`src/rtl/disp_scanner.sv`:
```
// rtl/disp_scanner.sv - multiplexed hex display scanner with double-buffered value
module disp_scanner #(
  parameter int DIGITS   = 4,
  parameter int PRESCALE = 1000
) (
  input  logic                  CLK,
  input  logic                  RST,
  input  logic [4*DIGITS-1:0]   SEG,
  input  logic                  LOAD,
  input  logic                  BLANK_LZ,
  output logic [3:0]            DISP,
  output logic [DIGITS-1:0]     DIGIT_SEL,
  output logic [6:0]            SEG7,
  output logic                  FRAME,
  output logic                  PEND
);

  localparam int PCW = (PRESCALE > 1) ? $clog2(PRESCALE) : 1;
  localparam int IW  = (DIGITS > 1) ? $clog2(DIGITS) : 1;
  localparam logic [PCW-1:0] PC_LAST  = PCW'(PRESCALE - 1);
  localparam logic [IW-1:0]  IDX_LAST = IW'(DIGITS - 1);

  logic [PCW-1:0]      pc;
  logic [IW-1:0]       idx;
  logic [4*DIGITS-1:0] pend_reg;
  logic [4*DIGITS-1:0] disp_reg;
  logic                pend_q;
  logic                frame_q;

  logic                tick;
  logic                boundary;
  logic [3:0]          nib;
  logic                upper_zero;
  logic                blanked;

  function automatic logic [6:0] hex7(input logic [3:0] v);
    case (v)
      4'h0: hex7 = 7'h3F;
      4'h1: hex7 = 7'h06;
      4'h2: hex7 = 7'h5B;
      4'h3: hex7 = 7'h4F;
      4'h4: hex7 = 7'h66;
      4'h5: hex7 = 7'h6D;
      4'h6: hex7 = 7'h7D;
      4'h7: hex7 = 7'h07;
      4'h8: hex7 = 7'h7F;
      4'h9: hex7 = 7'h6F;
      4'hA: hex7 = 7'h77;
      4'hB: hex7 = 7'h7C;
      4'hC: hex7 = 7'h39;
      4'hD: hex7 = 7'h5E;
      4'hE: hex7 = 7'h79;
      default: hex7 = 7'h71;
    endcase
  endfunction

  assign tick     = (pc == PC_LAST);
  assign boundary = tick && (idx == IDX_LAST);
  assign PEND     = pend_q;
  assign FRAME    = frame_q;

  // Scan counters plus double buffer; a boundary swaps in the pending value so frames never tear.
  always_ff @(posedge CLK) begin
    if (RST) begin
      pc       <= '0;
      idx      <= '0;
      pend_reg <= '0;
      disp_reg <= '0;
      pend_q   <= 1'b0;
      frame_q  <= 1'b0;
    end else begin
      frame_q <= boundary;
      if (tick) begin
        pc  <= '0;
        idx <= (idx == IDX_LAST) ? '0 : idx + IW'(1);
      end else begin
        pc <= pc + PCW'(1);
      end
      if (LOAD && boundary) begin
        pend_reg <= SEG;
        disp_reg <= SEG;
        pend_q   <= 1'b0;
      end else if (LOAD) begin
        pend_reg <= SEG;
        pend_q   <= 1'b1;
      end else if (boundary && pend_q) begin
        disp_reg <= pend_reg;
        pend_q   <= 1'b0;
      end
    end
  end

  // Select the active nibble and find whether it and every more-significant nibble are zero.
  always_comb begin
    nib        = 4'd0;
    upper_zero = 1'b1;
    for (int i = 0; i < DIGITS; i++) begin
      if (IW'(i) == idx) nib = disp_reg[4*i +: 4];
      if ((i >= int'(idx)) && (disp_reg[4*i +: 4] != 4'd0)) upper_zero = 1'b0;
    end
  end

  // Drive the pins; a blanked digit turns everything off, digit 0 always shows.
  always_comb begin
    blanked   = BLANK_LZ && (idx != '0) && upper_zero;
    DIGIT_SEL = '0;
    DISP      = 4'd0;
    SEG7      = 7'd0;
    if (!blanked) begin
      DIGIT_SEL = DIGITS'(1) << idx;
      DISP      = nib;
      SEG7      = hex7(nib);
    end
  end

endmodule

```
`config.mk`:
```
export PLATFORM = sky130hd
export DESIGN_NAME = disp_scanner
export DESIGN_NICKNAME = d
export VERILOG_FILES = /design/src/rtl/disp_scanner.sv
export SDC_FILE = /design/constraint.sdc
export NUM_CORES = 1
export LEC_CHECK = 0
export ABC_CLOCK_PERIOD_IN_PS = 3510
export CAP_MARGIN = 5
export CELL_PAD_IN_SITES_DETAIL_PLACEMENT = 1
export CELL_PAD_IN_SITES_GLOBAL_PLACEMENT = 1
export CORE_ASPECT_RATIO = 1.1
export CORE_MARGIN = 8
export CORE_UTILIZATION = 39
export CTS_CLUSTER_SIZE = 8
export DETAILED_ROUTE_END_ITERATION = 12
export GPL_TIMING_DRIVEN = 0
export PLACE_DENSITY = 0.86
export SYNTH_ARGS = -nofsm -noshare
export SYNTH_HDL_FRONTEND = slang
export SYNTH_SLANG_ARGS = --single-unit
```
`constraint.sdc`:
```
create_clock -name CLK -period 3.51 [get_ports CLK]
set_input_delay 0.8775 -clock CLK [delete_from_list [all_inputs] [get_ports CLK]]
set_output_delay 0.8775 -clock CLK [all_outputs]
set_load 0.005 [all_outputs]
```
After elaboration in Yosys (flattened, before gate mapping)
Memories as Yosys holds them, arrays and structs flattened. Cells that the tools add are included.

Register bits: 46. ROM bits: 112. Output and inout port bits: 17. Memories kept: 1.

Memory list: (no name shown) (depth 16, bits a word 7, rd ports 1, clocked after Yosys merged registers in 0, write ports 0, RTL line 37) `case (v)`.

Add/subtract/negate cells: 2. Magnitude comparators: 3. Equal/unequal tests: 6. Shifts and indexed selects: 1. Muxes and demuxes: 19. Reductions and logical operators: 20.

Operators with widths (number): 16-bit two-way mux (5); 4-bit two-way mux (6); 4-bit nonzero test (4); 10-bit by 1-bit adder with 10-bit output, second input constant (1); 10-bit == test, second input constant (1); 1-bit logical AND (8); 2-bit nonzero test (4); 7-bit two-way mux (1); 1-bit two-way mux (6); 2-bit == test, first input constant (2); 1-bit by 2-bit greater-or-equal comparator with 1-bit output, first input constant (2); 2-bit OR reduction (2); 1-bit by 2-bit << shifter with 4-bit output, first input constant (1); 2-bit by 1-bit adder with 2-bit output, second input constant (1); 1-bit by 2-bit == test with 1-bit output, first input constant (1); 2-bit == test, second input constant (1); 2-bit greater-or-equal comparator, first input constant (1); 2-bit logical NOT (1); 2-bit two-way mux (1); 2-bit by 1-bit inequality test with 1-bit output, second input constant (1); 2-bit AND reduction (1).

Longest topological paths before layout
Word-level depth: 8. Depth in mapped cells: 10. Depth with buffers taken out: 10.

Worst setup path before layout
Ideal clock, no wire load.

Path kind: register -> output. Start: reg idx[1]. End: out SEG7[0]. Arrival time: 2.115 ns. Path slack: 0.518 ns. Cell stages (with the launch flop): 9. Path buffers: 0. Cell sequence: dfxtp_1 -> inv_1 -> ha_1 -> and2b_2 -> nand2_1 -> a221o_1 -> ha_1 -> or3b_1 -> a21oi_2.

Word-level cells in the longest chain between the ends: 8. Elaborated cells between the ends (all ways): 23. Classes of those cells: order compare: 3; eq/ne: 3; mux: 9; reduce/logical: 7; memory: 1.

Ends and longest elaborated chain: start, declared (RTL line 24) `logic [IW-1:0] idx;`; start signal, assigned (RTL line 75) `idx <= (idx == IDX_LAST) ? '0 : idx + IW'(1);`; branches (longest 7 deep; another with memory 16 x 7 bit); 7-bit two-way mux * (RTL line 109) `if (!blanked) begin`; end, declared (RTL line 13) `output logic [6:0] SEG7,`.

Every way passes the cells marked *.

Final worst setup path
Start: reg idx[1]. End: out SEG7[2].

Same word-level chain as after synthesis.

==> flow_metrics.tcl <==
set metrics [dict create \
    dpl.hpwl_mm 4.58 \
    hp-start "disp_reg[0]$_SDFFE_PP0P_" \
    num_rows 29 \
    drc 0 \
    ys_seq_elements 46 \
    outcome "complete, no violations" \
    cts-root-buf "clkbuf_8" \
    netlist_instances 270 \
    dominantRegCellSynth "dfxtp_1" \
    dieArea_sq_um 8410 \
    power_leakage_nw 1.13 \
    grt_max_degree 16 \
    grt_pass1_wl_mm 10.5 \
    antenna-diode-count 0 \
    synth_cell_types 42 \
    seq_area_frac_synth 0.412 \
    gp_congestion 0.842 \
    io_buffers 34 \
    setup_violations 0 \
    whs_ns 0.476 \
    fin_crit_ns 3.43 \
    track_usage 0.158 \
    ir_drop_uv 277 \
    avgSynthCellArea_sq_um 8.28 \
    nFillCells 707 \
    rr_worst_depth 7 \
    netlist_area_sq_um 2240 \
    cts_tree "built" \
    slew_headroom 0.461 \
    combPwrFrac 0.070 \
    slowest_delay_ns 0.37 \
    area_growth_pct 31.7 \
    yosysWarnings 0 \
    overflow 0 \
    drtIter0Drc 119 \
    post_drt_wl_per_cell_microns 15.8 \
    regArea_sq_um 928 \
    final_cells 401 \
    htree_num_levels 2 \
    mostFrequentLayoutCells "nand2_1, dfxtp_1, nor2_1" \
    crit_type "reg2out" \
    first_global_vias 2219 \
    skew_ns 0.0101 \
    layout_commonest_cell "nand2_1" \
    endpoint_kind "output pin" \
    rsz0062_at_grt "true" \
    cp_cell_sequence "inv_2 > ha_4 > and2b_2 > nand2_1 > a31oi_4 > inv_2 > buf_4 > ha_1 > nand2_1 > nor2_1 > nor3_1 > dlygate4sd2_1" \
    clk_latency_ns 0.31 \
    p_total_w 0.000936 \
    crit_arrival_ns 2.55 \
    async_flop_share 0 \
    tns_ns 0 \
    drt_wl_total_mm 6.33 \
    maxSlewViolCount 0 \
    cts_buffer_depth 2 \
    seq_power_share 0.578 \
    cts.sinks 46 \
    antenna_found_initial 0 \
    r2r-end "disp_reg[5]$_SDFFE_PP0P_" \
    hold_buffers 0 \
    crit_buf_inv 4 \
    critPathTopFamily "simple AND/OR/NAND/NOR gates" \
    powerDensity_nw_per_um2 318 \
    io_pins 37 \
    max_freq_mhz 291 \
    drive_above_1_share 0.170 \
    vias_per_cell 5.21 \
    synth_edf_count 0 \
    start_util 0.395 \
    worstMarginPinSlew_ns 0.803 \
    syn-num-nets 302 \
    cap_viol_max_count 0 \
    dp_cells 381 \
    swShare 0.243 \
    path_clk_slew_ns 0.09 \
    final.period_utilization 0.978 \
    cp_max_fo 8 \
    p_clk_frac 0.352 \
    hold_end "disp_reg[0]$_SDFFE_PP0P_" \
    internal-power_w 0.000709 \
    startpoint_type "flop" \
    drt-pass1-iter-count 4 \
    multi_input_area_sq_um 1310 \
    min_path_cells 2 \
    cts_made_buffers 5 \
    hold_viol 0 \
    hold_path_class "reg2reg" \
    detail-route-antenna-nets 0 \
    cp-startpoint "idx[1]$_SDFFE_PP0N_" \
    layout.nets 355 \
    die_h_microns 95.4 \
    die_w_microns 88.2 \
    p_switching_w 0.000228 \
    r2r-start "pc[0]$_SDFF_PP0_" \
    rrSetupSlack_ns 1.37 \
    core_area_sq_um 5660 \
    vias 2091 \
    cp_slowest_cell "dfxtp_4" \
    required_ns 2.63 \
]
routing by layer:
layer | GRT usage | part of all wire | wire, microns | vias to the layer above
li1 | - | - | - | 1032
met4 | 0.0592 | 0.014 | 91 | 0
met5 | 0 | 0 | 0 | -
met2 | 0.290 | 0.52 | 3270 | 34
met3 | 0.0328 | 0.029 | 184 | 6
met1 | 0.174 | 0.44 | 2780 | 1019
logic make-up (layout without fill, tap and decap cells):
kind of cell	count (synthesis)	after routing	share of synthesized area
AND/OR/NAND/NOR	119	119	0.239
flip-flops	46	46	0.412
AO/OA/AOI/OAI	45	45	0.134
buffers and inverters	25	79	0.0487
multiplexers	17	17	0.0761
adder cells (fa/ha/maj)	12	12	0.0671
XOR/XNOR	6	6	0.0235
per-stage QoR:
stage | worst slack (ns) | instance area [sq um] | util
after CTS | 0.0136 | 2920 | 0.516
final | 0.0780 | 2940 | 0.520
after floorplan | 0.518 | 2240 | -
after global placement | -0.161 | 2670 | 0.472
after detailed placement | -0.215 | 2670 | 0.472
after global routing | -0.0777 | 2940 | 0.520
worst min-delay path, stage by stage, from the launching register on:
cell     delay (ns)
dfxtp_1        0.32
nand2_1        0.05
o21ai_0        0.06
power by group through the flow:
stage	logic, W	clock network (W)	registers (W)
floorplan	0.0000342	0	0.000553
global placement	0.0000627	0	0.000554
detailed placement	0.0000648	0	0.000555
CTS	0.0000660	0.000339	0.000541
global route	0.0000718	0.000360	0.000543
finish	0.0000656	0.000329	0.000541
repair_timing:
item	4_1_cts	5_1_grt
pin swaps	6	5
resized for setup	32	13
setup buffers	9	3
cloned	0	0
endpoints found under the setup margin	14	12
synth_stat cells (2+ instances only):
master | n | share of area
dfxtp_1 | 46 | 0.41
nand2_1 | 45 | 0.076
nor2_1 | 42 | 0.071
o21ai_0 | 18 | 0.040
mux2i_1 | 17 | 0.076
ha_1 | 12 | 0.067
inv_1 | 12 | 0.020
nor3_1 | 8 | 0.018
a21oi_1 | 7 | 0.016
buf_2 | 6 | 0.013
a211oi_1 | 5 | 0.017
clkbuf_1 | 5 | 0.0084
nand3_1 | 4 | 0.0090
xnor2_1 | 4 | 0.016
and3_1 | 3 | 0.0084
nand3b_1 | 3 | 0.010
nor4_1 | 3 | 0.0084
a221oi_1 | 2 | 0.0078
nor2b_1 | 2 | 0.0056
nor3b_1 | 2 | 0.0067
o31ai_1 | 2 | 0.0067
xor2_1 | 2 | 0.0078
worst max-delay path by stage:
stage / to / slack (ns) / cells past startpoint
5_1_grt: SEG7[2] / -0.08 / 12
6_report: SEG7[2] / 0.08 / 12
4_1_cts: SEG7[5] / 0.01 / 10
2_1_floorplan: SEG7[0] / 0.52 / 8
3_5_place_dp: SEG7[0] / -0.21 / 9
3_3_place_gp: SEG7[0] / -0.16 / 9
cell type report:
cell class	instances	share of cell area
Sequential cell	46	0.315
Inverter	13	0.0166
Buffer	12	0.0212
Clock inverter	3	0.00722
Timing Repair Buffer	46	0.138
Tap cell	77	0.0327
Clock buffer	5	0.0234
Multi-Input combinational cell	199	0.445
Note: power is estimated with default switching activity, not from simulation.
